<file path="config.mk">
export PLATFORM = sky130hd
export DESIGN_NAME = fetch_queue
export DESIGN_NICKNAME = d
export VERILOG_FILES = /design/src/rtl/fetch_queue.sv
export SDC_FILE = /design/constraint.sdc
export NUM_CORES = 1
export LEC_CHECK = 0
export ABC_CLOCK_PERIOD_IN_PS = 4110
export BUFFER_PORTS_ARGS = -buffer_cell sky130_fd_sc_hd__buf_2
export CAP_MARGIN = 20
export CORE_ASPECT_RATIO = 0.8
export CORE_MARGIN = 4
export CORE_UTILIZATION = 45
export DETAILED_ROUTE_END_ITERATION = 6
export PLACE_DENSITY = 0.68
export SLEW_MARGIN = 0
export SYNTH_ARGS = -nofsm -noshare
export SYNTH_HDL_FRONTEND = slang
export SYNTH_SLANG_ARGS = --single-unit
</file>
<file path="constraint.sdc">
create_clock -name clk -period 4.11 [get_ports clk]
set_input_delay 0.2055 -clock clk [delete_from_list [all_inputs] [get_ports clk]]
set_output_delay 0.2055 -clock clk [all_outputs]
set_load 0.1 [all_outputs]
</file>
<file path="src/rtl/fetch_queue.sv">
// Instruction-fetch front end: PC generator, 1-cycle imem port and
// a prefetch FIFO feeding decode over valid/ready.
module fetch_queue #(
  parameter int              XLEN     = 32,
  parameter int              DEPTH    = 4,
  parameter logic [XLEN-1:0] RESET_PC = '0
) (
  input  logic                       clk,
  input  logic                       rst,
  output logic                       imem_req,
  output logic [XLEN-1:0]            imem_addr,
  input  logic [31:0]                imem_rdata,
  input  logic                       redirect_valid,
  input  logic [XLEN-1:0]            redirect_pc,
  output logic                       out_valid,
  input  logic                       out_ready,
  output logic [XLEN-1:0]            out_pc,
  output logic [XLEN-1:0]            out_pc4,
  output logic [31:0]                out_inst,
  output logic [$clog2(DEPTH+1)-1:0] count
);

  localparam int CW = $clog2(DEPTH+1);
  localparam int AW = $clog2(DEPTH);
  localparam logic [31:0] NOP = 32'h0000_0013;

  logic [XLEN-1:0] r_fetch_pc;
  logic            r_inflight;
  logic [CW-1:0]   r_count;
  logic [AW-1:0]   r_wr_ptr;
  logic [AW-1:0]   r_rd_ptr;
  logic [XLEN-1:0] r_pc_mem   [DEPTH];
  logic [31:0]     r_inst_mem [DEPTH];

  logic [CW:0]     w_used;
  logic            w_req;
  logic            w_push;
  logic            w_pop;
  logic [XLEN-1:0] w_push_pc;
  logic            w_unused_rpc;

  assign w_unused_rpc = ^redirect_pc[1:0];

  // Credit: entries held plus the word still coming back.
  assign w_used = {1'b0, r_count} + {{CW{1'b0}}, r_inflight};
  assign w_req  = !rst && !redirect_valid &&
                  (w_used < (CW+1)'(DEPTH));
  assign w_push = r_inflight && !redirect_valid;
  assign w_pop  = out_valid && out_ready && !redirect_valid;

  // fetch_pc already advanced past the word now returning.
  assign w_push_pc = r_fetch_pc - XLEN'(4);

  assign imem_req  = w_req;
  assign imem_addr = r_fetch_pc;
  assign count     = r_count;
  assign out_valid = (r_count != '0);
  assign out_pc    = out_valid ? r_pc_mem[r_rd_ptr] : '0;
  assign out_pc4   = out_pc + XLEN'(4);
  assign out_inst  = out_valid ? r_inst_mem[r_rd_ptr] : NOP;

  always_ff @(posedge clk) begin
    if (rst) begin
      r_fetch_pc <= RESET_PC;
      r_inflight <= 1'b0;
      r_count    <= '0;
      r_wr_ptr   <= '0;
      r_rd_ptr   <= '0;
    end else if (redirect_valid) begin
      r_fetch_pc <= {redirect_pc[XLEN-1:2], 2'b00};
      r_inflight <= 1'b0;
      r_count    <= '0;
      r_wr_ptr   <= '0;
      r_rd_ptr   <= '0;
    end else begin
      if (w_push)
        r_wr_ptr <= r_wr_ptr + AW'(1);
      if (w_pop)
        r_rd_ptr <= r_rd_ptr + AW'(1);
      unique case ({w_push, w_pop})
        2'b10:   r_count <= r_count + CW'(1);
        2'b01:   r_count <= r_count - CW'(1);
        default: r_count <= r_count;
      endcase
      if (w_req) begin
        r_fetch_pc <= r_fetch_pc + XLEN'(4);
        r_inflight <= 1'b1;
      end else begin
        r_inflight <= 1'b0;
      end
    end
  end

  always_ff @(posedge clk) begin
    if (!rst && w_push) begin
      r_pc_mem[r_wr_ptr]   <= w_push_pc;
      r_inst_mem[r_wr_ptr] <= imem_rdata;
    end
  end

  a_no_overflow: assert property (@(posedge clk) disable iff (rst)
    !(w_push && r_count == CW'(DEPTH)));

endmodule
</file>
Yosys cells after proc, flatten, opt, wreduce, memory -nomap -nowiden
Memories as Yosys holds them, arrays and structs flattened. A register that Yosys moved wholly into a read port is not among the register bits.
Index checks and enable logic that the tools add are counted.
{ "op_classes": {"add_sub_neg": 8, "mul": 0, "n_div": 0, "order_cmp": 1, "n_eq_ne": 2, "n_shift": 0, "mux": 12, "bitwise": 0, "n_reduce_logical": 12} }
{ "ops": {"columns": ["op", "count"], "rows": [
  ["two-way mux 32 bit", 4],
  ["adder 32 x 3 -> 32 bit, second input constant", 2],
  ["subtractor 32 x 3 -> 32 bit, second input constant", 1],
  ["two-way mux 2 bit", 4],
  ["logical AND 1 bit", 6],
  ["case mux 3 bit (2 select lines)", 1],
  ["adder 2 x 1 -> 2 bit, second input constant", 2],
  ["adder 3 x 1 -> 4 bit", 1],
  ["less-than comparator 4 x 3 -> 1 bit, second input constant", 1],
  ["nonzero test 2 bit", 2],
  ["adder 3 x 1 -> 3 bit, second input constant", 1],
  ["two-way mux 1 bit", 3],
  ["nonzero test 3 bit", 1],
  ["subtractor 3 x 1 -> 3 bit, second input constant", 1],
  ["== test 2 x 1 -> 1 bit, second input constant", 1],
  ["== test 2 bit, second input constant", 1],
  ["logical NOT 1 bit", 2],
  ["OR reduction 2 bit", 1]
]} }
{ "word_totals": {"regBits": 40, "latchBits": 0, "ramBits": 256, "rom_bits": 0, "input_bits": 68, "memories": 2} }
{ "memory_table": {"columns": ["name", "words", "word_bits", "read_ports", "rd_clocked_by_memory_dff", "wr", "line_no", "text"], "rows": [
  ["r_inst_mem", 4, 32, 1, 1, 1, "33", "logic [31:0] r_inst_mem [DEPTH];"],
  ["r_pc_mem", 4, 32, 1, 1, 1, "32", "logic [XLEN-1:0] r_pc_mem [DEPTH];"]
]} }

Longest topological paths before layout
{ "logic_depth": {"depth_word": 5, "ltp_mapped": 13, "mapped_depth_nobuf": 10} }

Worst setup path before layout
No wires, ideal clock.
{ "synth_timing": {"path_type": "flip-flop to output port", "from": "reg r_count[2], in the netlist count[2]", "to": "out out_pc4[24]", "arrival_ns": 7.308, "required_ns": 3.905, "setup_slack_ns": -3.403, "path_stages_with_launch": 14, "n_path_buf": 3, "path_cell_list": "dfxtp_1 -> nor3_1 -> inv_1 -> buf_6 -> clkbuf_1 -> clkbuf_1 -> nand2_1 -> inv_1 -> ha_1 -> nand4_1 -> nor3_1 -> nand3_2 -> nor4_1 -> xor2_1"} }
{ "synth_between": {"elab_chain_len": 3} }
{ "synth_rtl": {"columns": ["element", "line_no", "text"], "rows": [
  ["start, declared", "29", "logic [CW-1:0] r_count;"],
  ["start signal, assigned", "81", "2'b10: r_count <= r_count + CW'(1);"],
  ["start signal, assigned", "82", "2'b01: r_count <= r_count - CW'(1);"],
  ["start signal, assigned", "83", "default: r_count <= r_count;"],
  ["nonzero test 3 bit", "57", "assign out_valid = (r_count != '0);"],
  ["via out_valid", "15", "output logic out_valid,"],
  ["two-way mux 32 bit", "58", "assign out_pc = out_valid ? r_pc_mem[r_rd_ptr] : '0;"],
  ["via out_pc[2]", "17", "output logic [XLEN-1:0] out_pc,"],
  ["adder 32 x 3 -> 32 bit", "59", "assign out_pc4 = out_pc + XLEN'(4);"],
  ["end, declared", "18", "output logic [XLEN-1:0] out_pc4,"]
]} }
The timed path passes the listed nets, and every way through them passes these cells.

==> flow_summary_export.csv <==
group,metric,value,unit
synthesis,synthAdderAreaFrac,0.893,%
setup_path,worst_setup_path_start_kind,"flop",
floorplan,dieArea,32700,um2
synthesis,synthDistinctLibCells,61,
placement,port_buffers,192,
synthesis,synth_ff_type,"edfxtp_1",
timing,rsz0062_at_grt,"no",
timing,finalCritPeriodShare,94.8,%
timing,finalMaxSlewViolations,0,
hold_path,holdCritStartpoint,"redirect_valid",
floorplan,die_h,163,um
global_routing,grtUsageTotal,19.8,%
clock_network,cts-root-buf,"clkbuf_16",
layout,syn2layout_area_growth,24.5,%
synthesis,synth_top_area_cell,"edfxtp_1",
synthesis,ys_ff_latch,288,
setup_path,criticalPathCategory,"flop to output port",
drt,first_pass_iters,5,
timing,setup_violations,0,
timing,fin_setup_tns,0,ps
synthesis,ys_top_cells_by_area,"edfxtp_1, mux4_2, dfxtp_1, and2_1, xor2_1",
drt,ant_nets,0,
global_routing,met3_usage,4.64,%
global_routing,grt_first_pass_wirelength,51700,um
drt,drt-total-wl,33000,um
timing,finalClockSkew,23.3,ps
hold_path,hold_class,"input port to flop",
clock_network,cts_max_level,1,
drt,drt-initial-drc-count,731,
placement,place_inst,1481,
floorplan,pin_count,201,
timing,relSlewSlack,31.1,%
timing,setup_slack,215,ps
clock_network,cts_buffers,29,
global_routing,grt_use_met2,29.4,%
synthesis,synth_top_family_by_area,"simple AND/OR/NAND/NOR gates",
global_routing,grt_antenna_before_repair,0,
layout,instances_no_fill,1597,
layout,nets,1274,
setup_path,critPathCaptureType,"output port",
global_routing,grt_max_degree,81,
power,vdd_drop_max,0.000333,V
placement,place_ws,718,ps
layout,drive_gt1_share,29.9,%
synthesis,async_flop_share,0,%
power,power_density,403,nW/um2
layout,finalCoreUtilization,57.0,%
synthesis,netlist_area,13400,um2
timing,finalHoldViolCount,0,
floorplan,fp.dieW,201,um
clock_network,cts_tree,"yes",
run_status,status,"completed",
layout,layout_commonest_cell,"edfxtp_1",
setup_path,critPathMaxFanout,13,
drt,drc,0,
drt,routed-via-count,8962,
synthesis,syn_inst,957,
synthesis,synth_mux_area_share,12.0,%
synthesis,yosysSeqAreaShare,61.3,%
floorplan,core,29400,um2
synthesis,synth_edf_count,248,
setup_path,arrival,3690,ps
synthesis,syn_area_per_cell,14.0,um2
layout,design_area,16700,um2
global_routing,gr-total-overflow,0,
setup_path,rrSetupSlack,1190,ps
clock_network,clk_path_buf_depth,3,
timing,period_needed,3890,ps
synthesis,yosysWarnings,0,
global_routing,grt_util_met1,30.7,%
synthesis,synth-simple-area-share,13.4,%
synthesis,synth_top_area_share,55.4,%
synthesis,synth-xor-area-share,3.91,%
global_routing,grt_pass1_vias,9085,
placement,routabilityCongestion,0.827,
drt,wl_per_cell,20.6,um
layout,final_cell_mix,"edfxtp_1, buf_2, and2_1, dlygate4sd3_1, mux4_2",
placement,dp_hpwl,22200,um
power,finalPower,6.74,mW
timing,timing.fmax,257,MHz
power,leakagePower,6.06,nW
floorplan,rows,56,
timing,hold_slack,51.2,ps
clock_network,post-cts-setup-buffer-count,0,
global_routing,busiest_layer,"met1",
setup_path,required,3900,ps
floorplan,start_util,45.8,%
clock_network,clkTransAtPathRegs,60,ps
placement,place_area,15100,um2
timing,tightest_slew,1030,ps
clock_network,clkSinkCount,288,
setup_path,r2r_start,"imem_addr[17]",
synthesis,synth_compound_area_share,4.99,%
drt,drt-vias-per-instance,5.61,
clock_network,clk_latency,540,ps
flow_run,maxCapViolations,0,
cells in the mapped netlist, types with 5 or more instances:
| library cell | instances |
|---|---|
| mux4_1 | 9 |
| ha_1 | 8 |
| clkbuf_1 | 38 |
| or3_1 | 6 |
| and3_1 | 15 |
| nand3_1 | 41 |
| and4_1 | 5 |
| buf_2 | 10 |
| a21oi_1 | 36 |
| buf_6 | 6 |
| nor3_1 | 31 |
| nor2_1 | 52 |
| o211ai_1 | 6 |
| inv_1 | 18 |
| nand2_1 | 52 |
| clkbuf_8 | 5 |
| or2_2 | 7 |
| a221oi_1 | 6 |
| and2_1 | 69 |
| or4_1 | 5 |
| dfxtp_1 | 40 |
| edfxtp_1 | 248 |
| buf_4 | 7 |
| o21ai_0 | 23 |
| mux4_2 | 57 |
| a22oi_1 | 5 |
| o31ai_1 | 5 |
| nand4_1 | 8 |
| nor3b_1 | 8 |
| nor4_1 | 11 |
| xnor2_1 | 20 |
| xor2_1 | 40 |
| mux2i_1 | 7 |
layout make-up:
type,instances,area [um2]
tap,377,472
multi-input combinational,588,5050
clock buffer,32,737
sequential,288,8270
timing repair buffer,271,1870
inverter,19,75.1
fill,2332,12600
clock inverter,21,267
antenna,1,2.50
what timing repair did:
action,4_1_cts,5_1_grt
setup endpoints to repair,0,1
hold endpoints to repair,158,0
resized for setup,0,1
hold buffers,62,0
power breakdown:
part	switching, mW	internal [mW]
combinational	0.507	0.181
sequential	0.0562	3.24
clock	1.09	1.67
total	1.65	5.09
worst max-delay path, cell delays in order, from the launching register on:
cell,delay [ps]
dfxtp_4,500
inv_2,160
mux4_1,470
o211ai_1,290
or4_4,640
or3_2,450
a21oi_1,160
buf_2,450
sequential cells by signal, summed over array words and instances, names as in the netlist, named ones only:
signal and cells:
r_wr_ptr 2, r_inflight 1, r_pc_mem 120, imem_addr 30, count 3, r_inst_mem 128, r_rd_ptr 2
routing by layer:
| layer | up-vias | routed length [um] |
|---|---|---|
| met5 | - | 0 |
| met4 | 0 | 406 |
| met3 | 32 | 2680 |
| met2 | 341 | 14000 |
| met1 | 4449 | 15900 |
| li1 | 4140 | - |
cell families after synthesis:
kind of cell	Yosys count
flops	288
fa+ha+maj	9
simple gates	334
mux	74
buf+inv	86
other cells	1
compound gates	105
xor+xnor	60
path summary, 6_finish.rpt:
check / endpoint / cells after the start
max reg2reg: r_pc_mem[1][28] / 6
max: out_pc4[29] / 7
min: imem_addr[20] / 3
min reg2reg: count[2] / 2
Power figures use the tool's default switching activity.
